[src/rtl/framebuffer_fill_ctrl.sv]
// Frame buffer write-port arbiter: CPU pixel stores win, a rectangle fill engine uses free cycles.
// Build option FILL_ABORT_EN adds a fill_abort input that ends a running fill early.
module framebuffer_fill_ctrl #(
  parameter int WIDTH        = 160,
  parameter int HEIGHT       = 120,
  parameter int BITSPERPIXEL = 8
) (
  input  logic                    clk,
  input  logic                    rst,
  input  logic [7:0]              cpu_x,
  input  logic [7:0]              cpu_y,
  input  logic [BITSPERPIXEL-1:0] cpu_color,
  input  logic                    cpu_write,
  input  logic                    fill_start,
  input  logic [7:0]              fill_x0,
  input  logic [7:0]              fill_y0,
  input  logic [7:0]              fill_x1,
  input  logic [7:0]              fill_y1,
  input  logic [BITSPERPIXEL-1:0] fill_color,
`ifdef FILL_ABORT_EN
  input  logic                    fill_abort,
`endif
  output logic                    fill_busy,
  output logic                    fill_done,
  output logic [7:0]              fb_x,
  output logic [7:0]              fb_y,
  output logic [BITSPERPIXEL-1:0] fb_color,
  output logic                    fb_write
);

  localparam logic [1:0] IDLE = 2'd0;
  localparam logic [1:0] FILL = 2'd1;
  localparam logic [1:0] DONE = 2'd2;

  localparam logic [7:0] XMAX = 8'(WIDTH - 1);
  localparam logic [7:0] YMAX = 8'(HEIGHT - 1);

  logic [1:0]              state;
  logic [7:0]              x0_reg, x1c, y1c, cur_x, cur_y;
  logic [BITSPERPIXEL-1:0] color_reg;
  logic                    abort, issue, last, empty;

`ifdef FILL_ABORT_EN
  assign abort = fill_abort && (state == FILL);
`else
  assign abort = 1'b0;
`endif

  // A fill pixel only goes out on a cycle the CPU leaves free.
  assign issue = (state == FILL) && !cpu_write && !abort;
  assign last  = (cur_x == x1c) && (cur_y == y1c);
  assign empty = (fill_x0 > fill_x1) || (fill_y0 > fill_y1) ||
                 (fill_x0 > XMAX) || (fill_y0 > YMAX);

  assign fill_busy = (state == FILL);
  assign fill_done = (state == DONE);

  always_ff @(posedge clk) begin
    if (rst) begin
      state     <= IDLE;
      x0_reg    <= '0;
      x1c       <= '0;
      y1c       <= '0;
      cur_x     <= '0;
      cur_y     <= '0;
      color_reg <= '0;
      fb_x      <= '0;
      fb_y      <= '0;
      fb_color  <= '0;
      fb_write  <= 1'b0;
    end else begin
      fb_write <= 1'b0;
      if (cpu_write) begin
        fb_x     <= cpu_x;
        fb_y     <= cpu_y;
        fb_color <= cpu_color;
        fb_write <= 1'b1;
      end else if (issue) begin
        fb_x     <= cur_x;
        fb_y     <= cur_y;
        fb_color <= color_reg;
        fb_write <= 1'b1;
      end

      case (state)
        IDLE: begin
          if (fill_start) begin
            color_reg <= fill_color;
            x0_reg    <= fill_x0;
            x1c       <= (fill_x1 > XMAX) ? XMAX : fill_x1;
            y1c       <= (fill_y1 > YMAX) ? YMAX : fill_y1;
            cur_x     <= fill_x0;
            cur_y     <= fill_y0;
            state     <= empty ? DONE : FILL;
          end
        end
        FILL: begin
          if (abort) begin
            state <= DONE;
          end else if (issue) begin
            if (last) begin
              state <= DONE;
            end else if (cur_x == x1c) begin
              cur_x <= x0_reg;
              cur_y <= cur_y + 8'd1;
            end else begin
              cur_x <= cur_x + 8'd1;
            end
          end
        end
        DONE:    state <= IDLE;
        default: state <= IDLE;
      endcase
    end
  end

endmodule

[config.mk]
export PLATFORM = sky130hd
export DESIGN_NAME = framebuffer_fill_ctrl
export DESIGN_NICKNAME = d
export VERILOG_FILES = /design/src/rtl/framebuffer_fill_ctrl.sv
export SDC_FILE = /design/constraint.sdc
export NUM_CORES = 1
export LEC_CHECK = 0
export ABC_AREA = 1
export CAP_MARGIN = 10
export CORE_ASPECT_RATIO = 0.7
export CORE_UTILIZATION = 43
export CTS_CLUSTER_SIZE = 25
export DETAILED_ROUTE_END_ITERATION = 8
export PLACE_DENSITY = 0.7
export RECOVER_POWER = 50
export REMOVE_ABC_BUFFERS = 1
export SLEW_MARGIN = 20
export SYNTH_ARGS = -nofsm -noshare
export SYNTH_HDL_FRONTEND = slang
export SYNTH_SLANG_ARGS = --single-unit
[constraint.sdc]
create_clock -name clk -period 1.7 [get_ports clk]
set_input_delay 0.34 -clock clk [delete_from_list [all_inputs] [get_ports clk]]
set_output_delay 0.34 -clock clk [all_outputs]
set_load 0.03 [all_outputs]
Word-level counts from Yosys, hierarchy flattened
Cells that the tools add are included.
- output and inout bits: 27
- logic and storage cells: 66
- flip-flop bits (word level): 75
- input bits: 68
- order comparisons: 6
- reduce and logical (&&, ||, !) cells: 13
- eq/ne operators: 9
- mux-type cells: 25
- add/sub/neg operators: 2
- operators with widths (operator ; count):
    8-bit 2-to-1 mux ; 16
    8-bit one-hot mux with 2 select lines ; 2
    8-bit by 1-bit adder with 8-bit output, second input constant ; 2
    8-bit equality test ; 2
    8-bit by 7-bit > comparator with 1-bit output, second input constant ; 2
    8-bit > comparator ; 2
    8-bit > comparator, second input constant ; 2
    2-bit 2-to-1 mux ; 4
    2-bit by 1-bit != test with 1-bit output, second input constant ; 3
    5-bit AND reduction ; 1
    2-bit != test, second input constant ; 2
    2-bit one-hot mux with 2 select lines ; 1
    4-bit AND reduction ; 1
    2-bit nonzero test ; 2
    1-bit logical OR ; 3
    3-bit AND reduction ; 1
    2-bit by 1-bit equality test with 1-bit output, second input constant ; 1
    2-bit equality test, second input constant ; 1
    1-bit logical AND ; 2
    2-bit zero test ; 1
    1-bit 2-to-1 mux ; 2
    2-bit AND reduction ; 1
    1-bit zero test ; 1

Logic depth before layout (Yosys ltp)
- word-level depth: 7
- gate-level depth with buffers: 12
- gate-level depth less buffers: 12

Least setup slack after synthesis
OpenSTA, ideal clock, no wires.
- path type: in2reg
- start: input port cpu_write
- end: register cur_x[0]
- data arrival time: 1411 ps
- cell stages on the path: 9
- path buffers: 2
- setup slack: 177 ps
- setup time: 112 ps
- data required time: 1588 ps
- cells stage by stage: clkbuf_1 -> clkinv_1 -> o21ai_1 -> nor2_1 -> buf_2 -> nand2_8 -> nand2_1 -> nand2_1 -> nor2_1
- longest elaborated chain between the ends: 4
- RTL lines (what ; line ; text):
    from (decl) ; 13 ; input logic cpu_write,
    1-bit zero test ; 50 ; assign issue = (state == FILL) && !cpu_write && !abort;
    1-bit logical AND ; 50 ;
    2-bit by 1-bit != test with 1-bit output (no source line) ; - ;
    4-bit AND reduction (no source line) ; - ;
    to (signal assigned) ; 92 ; cur_x <= fill_x0;
    to (signal assigned) ; 104 ; cur_x <= x0_reg;
    to (signal assigned) ; 107 ; cur_x <= cur_x + 8'd1;
    to (decl) ; 39 ; logic [7:0] x0_reg, x1c, y1c, cur_x, cur_y;
No other way between the ends.
A chain may end at the register's enable or synchronous reset.

Worst setup path after layout
- start: register fb_x[4]
- end: output port fb_x[4]
- RTL lines (what ; line ; text):
    from (decl) ; 25 ; output logic [7:0] fb_x,
    from (signal assigned) ; 74 ; fb_x <= cpu_x;
    from (signal assigned) ; 79 ; fb_x <= cur_x;
No word-level cell between the ends.

==> results.md <==
- Total GRT Usage: 25.1%
- Family with the most delay on the worst path: buffers and inverters
- Met2 Use GR: 41.6%
- Initial Util: 45.4%
- CP max FO: 2
- Slew Limit Fails: 0
- Core Rows: 29
- LEAKAGE: 0.00285 uW
- Peak supply drop: 0.706 mV
- Antenna-violating nets left: 0
- Die area: 10200 um2
- Mapped Cells: 640
- Async S/R FF share, synth: 0%
- Worst path slowest cell: clkdlybuf4s50_1
- Chip width: 120 um
- Delay of the slowest critical-path stage: 0.67 ns
- F_max: 0.600 GHz
- Root buffer cell: clkbuf_16
- Vias per cell: 5.13
- Number of synthesized register bits: 75
- H-tree levels: 3
- Worst setup EP type: primary output
- Rel. slew slack: 54.6%
- Antenna cells: 0
- Die Span Y: 84.7 um
- Clk slew on worst S/H paths: 0.06 ns
- Final Power: 6750 uW
- Worst endpoint required time: 1.36 ns
- Cell with the most instances after synthesis: nand2_1
- Final setup vio count: 0
- RSZ-0062 raised after global routing: true
- Post-synth top area share: 35.8%
- Largest net degree at the start of global routing: 30
- Finished Cell Area: 6130 um2
- Largest cells by area after synthesis: dfxtp_1, nand2_1, nor2_1, o21ai_0, ha_1
- Clk sinks: 75
- M1 GR Usage: 32.3%
- CTS Hold Bufs: 0
- Post-Route Utilization: 66.3%
- Crit path buffers/inverters: 1
- CP Class: flip-flop to primary output
- Crit path DAT: 1.33 ns
- Seq pwr share: 33.4%
- Sw Pwr: 2400 uW
- Status: finished, final reports clean
- Total gr overflow: 0
- Post-route DRC: 0
- I/O Pins: 95
- Vias in the first global route: 4436
- Core footprint: 9250 um2
- Tmin final: 1.67 ns
- Synth Cell Area: 4200 um2
- Clock tree buffer depth: 2
- Drt pass-1 iters: 5
- Via Count: 4716
- Yosys top cell by area: dfxtp_1
- Seq/Total Area, Yosys: 35.8%
- Post-Route WL: 12700 um
- Dpl ws: -0.452 ns
- Placed cell area: 5720 um2
- Crit path cell chain: clkdlybuf4s50_1
- WL per Instance: 13.8 um
- CTS tree: done
- Buffers on Ports: 94
- Comb power frac: 36.4%
- Maxcap violations: 0
- Clock Power Share: 30.2%
- Worst-case clock skew: 0.00404 ns
- Fillers: 861
- Post-DP HPWL: 9230 um
- Worst setup margin: 0.0345 ns
- Ys flop type: dfxtp_1
- Worst-Margin Slew: 0.681 ns
- Clock Latency Late Sink: 0.34 ns
- First-pass GRT wire length: 20300 um
- Worst hold path type: input port to flip-flop
- Global route hottest layer: met2
- Final worst-path cycle share: 98.0%
- Avg Inst Size Synth: 6.56 um2
- Power Dens Cells: 1100 nW/um2
- Global placement routability congestion: 0.851
- Net Sw Frac: 35.6%
- YS warnings: 0
- Leading cell types by count after synthesis: nand2_1, nor2_1, dfxtp_1, inv_1, o21ai_0
- EDFF count, synth: 0
- Starting DRT DRC Count: 204
- Final Hold Fails: 0
- Fraction of layout cells with a size suffix above 1: 18.7%
- Cts bufs inserted: 9
- Setup_tns: 0 ns
- Synth cell types: 33
- P&R area growth vs syn: 46.1%
- Initial antenna violation count: 0
- CP Launch Type: flip-flop
- P_int: 4350 uW
- GR Layer Usage met3: 6.66%
- Nets: 877
-- metrics by stage --
stage,hold slack (ns),cells
after detailed placement,0.463,900
after floorplan,0.409,611
final,0.302,920
after global routing,0.317,920
after global placement,0.443,900
after CTS,0.472,916
-- routing by layer --
layer | wire length [um] | up-vias
met5 | 0 | -
met3 | 962 | 20
met4 | 173 | 0
li1 | - | 2363
met2 | 5830 | 168
met1 | 5760 | 2165
-- logic make-up after synthesis --
logic type	count (synthesis)	share of synthesized area [%]
buffers and inverters	98	9.36
AOI/OAI and AO/OA	112	14.5
adders and majority gates	18	5.37
DFF	75	35.8
and+or+nand+nor	330	33.5
xor gates and xnor gates	7	1.46
-- what timing repair did --
item / 4_1_cts / 5_1_grt
setup endpoints to repair: 8 / 39
pin swaps: 3 / 12
gates resized for setup: 14 / 67
buffers inserted: 0 / 4
-- layout make-up --
class                           count  area (um2)  share of cell area, %
Timing Repair Buffer              169        1430                   23.3
Clock inverter                      7        92.6                   1.51
Inverter                           69         259                   4.22
Clock buffer                        9         225                   3.67
Tap cell                          124         155                   2.53
Sequential cell                    75        1510                   24.7
Multi-Input combinational cell    467        2460                   40.1
-- path summary, 6_finish.rpt --
path | startpoint | end | slack [ns] | cells after the start
max | fb_x[4]$_SDFFE_PP0P_ | fb_x[4] | 0.03 | 1
min | fill_x0[0] | x0_reg[0]$_SDFFE_PP0P_ | 0.30 | 3
max reg2reg | x1c[7]$_SDFFE_PP0P_ | cur_x[3]$_SDFFE_PP0P_ | 0.15 | 12
min reg2reg | y1c[7]$_SDFFE_PP0P_ | y1c[7]$_SDFFE_PP0P_ | 0.47 | 2
-- power by group through the flow --
stage / sequential, uW / combinational [uW] / clock [uW]
4_1_cts: 2240 / 2380 / 2050
6_report: 2250 / 2460 / 2040
3_5_place_dp: 2270 / 2360 / 0
2_1_floorplan: 2340 / 1280 / 0
5_1_grt: 2290 / 2720 / 2140
3_3_place_gp: 2260 / 2310 / 0
-- cells in the final DEF, fill, tap and decap left out, types with 2 or more instances in the layout --
cell type and n:
dfxtp_2 9, dlygate4sd2_1 6, inv_1 51, a31oi_1 26
nand2_1 172, nor2_1 91, buf_4 64, ha_1 10
a21oi_1 29, inv_2 16, a221oi_1 2, o21ai_0 45
clkbuf_2 4, nand2_2 6, ha_4 8, clkbuf_16 9
buf_6 3, nor3_2 2, clkinvlp_4 3, xor2_1 6
buf_12 3, nand3_1 29, nor2_4 5, nand4_1 7
dlymetal6s2s_1 9, a21oi_2 3, bufinv_16 2, nor3_1 9
clkdlybuf4s50_1 58, clkinv_2 2, dfxtp_1 66, nor2_2 4
o21ai_1 3, clkinv_1 2, clkbuf_1 21
No activity file was read; power rests on OpenSTA's default activity.
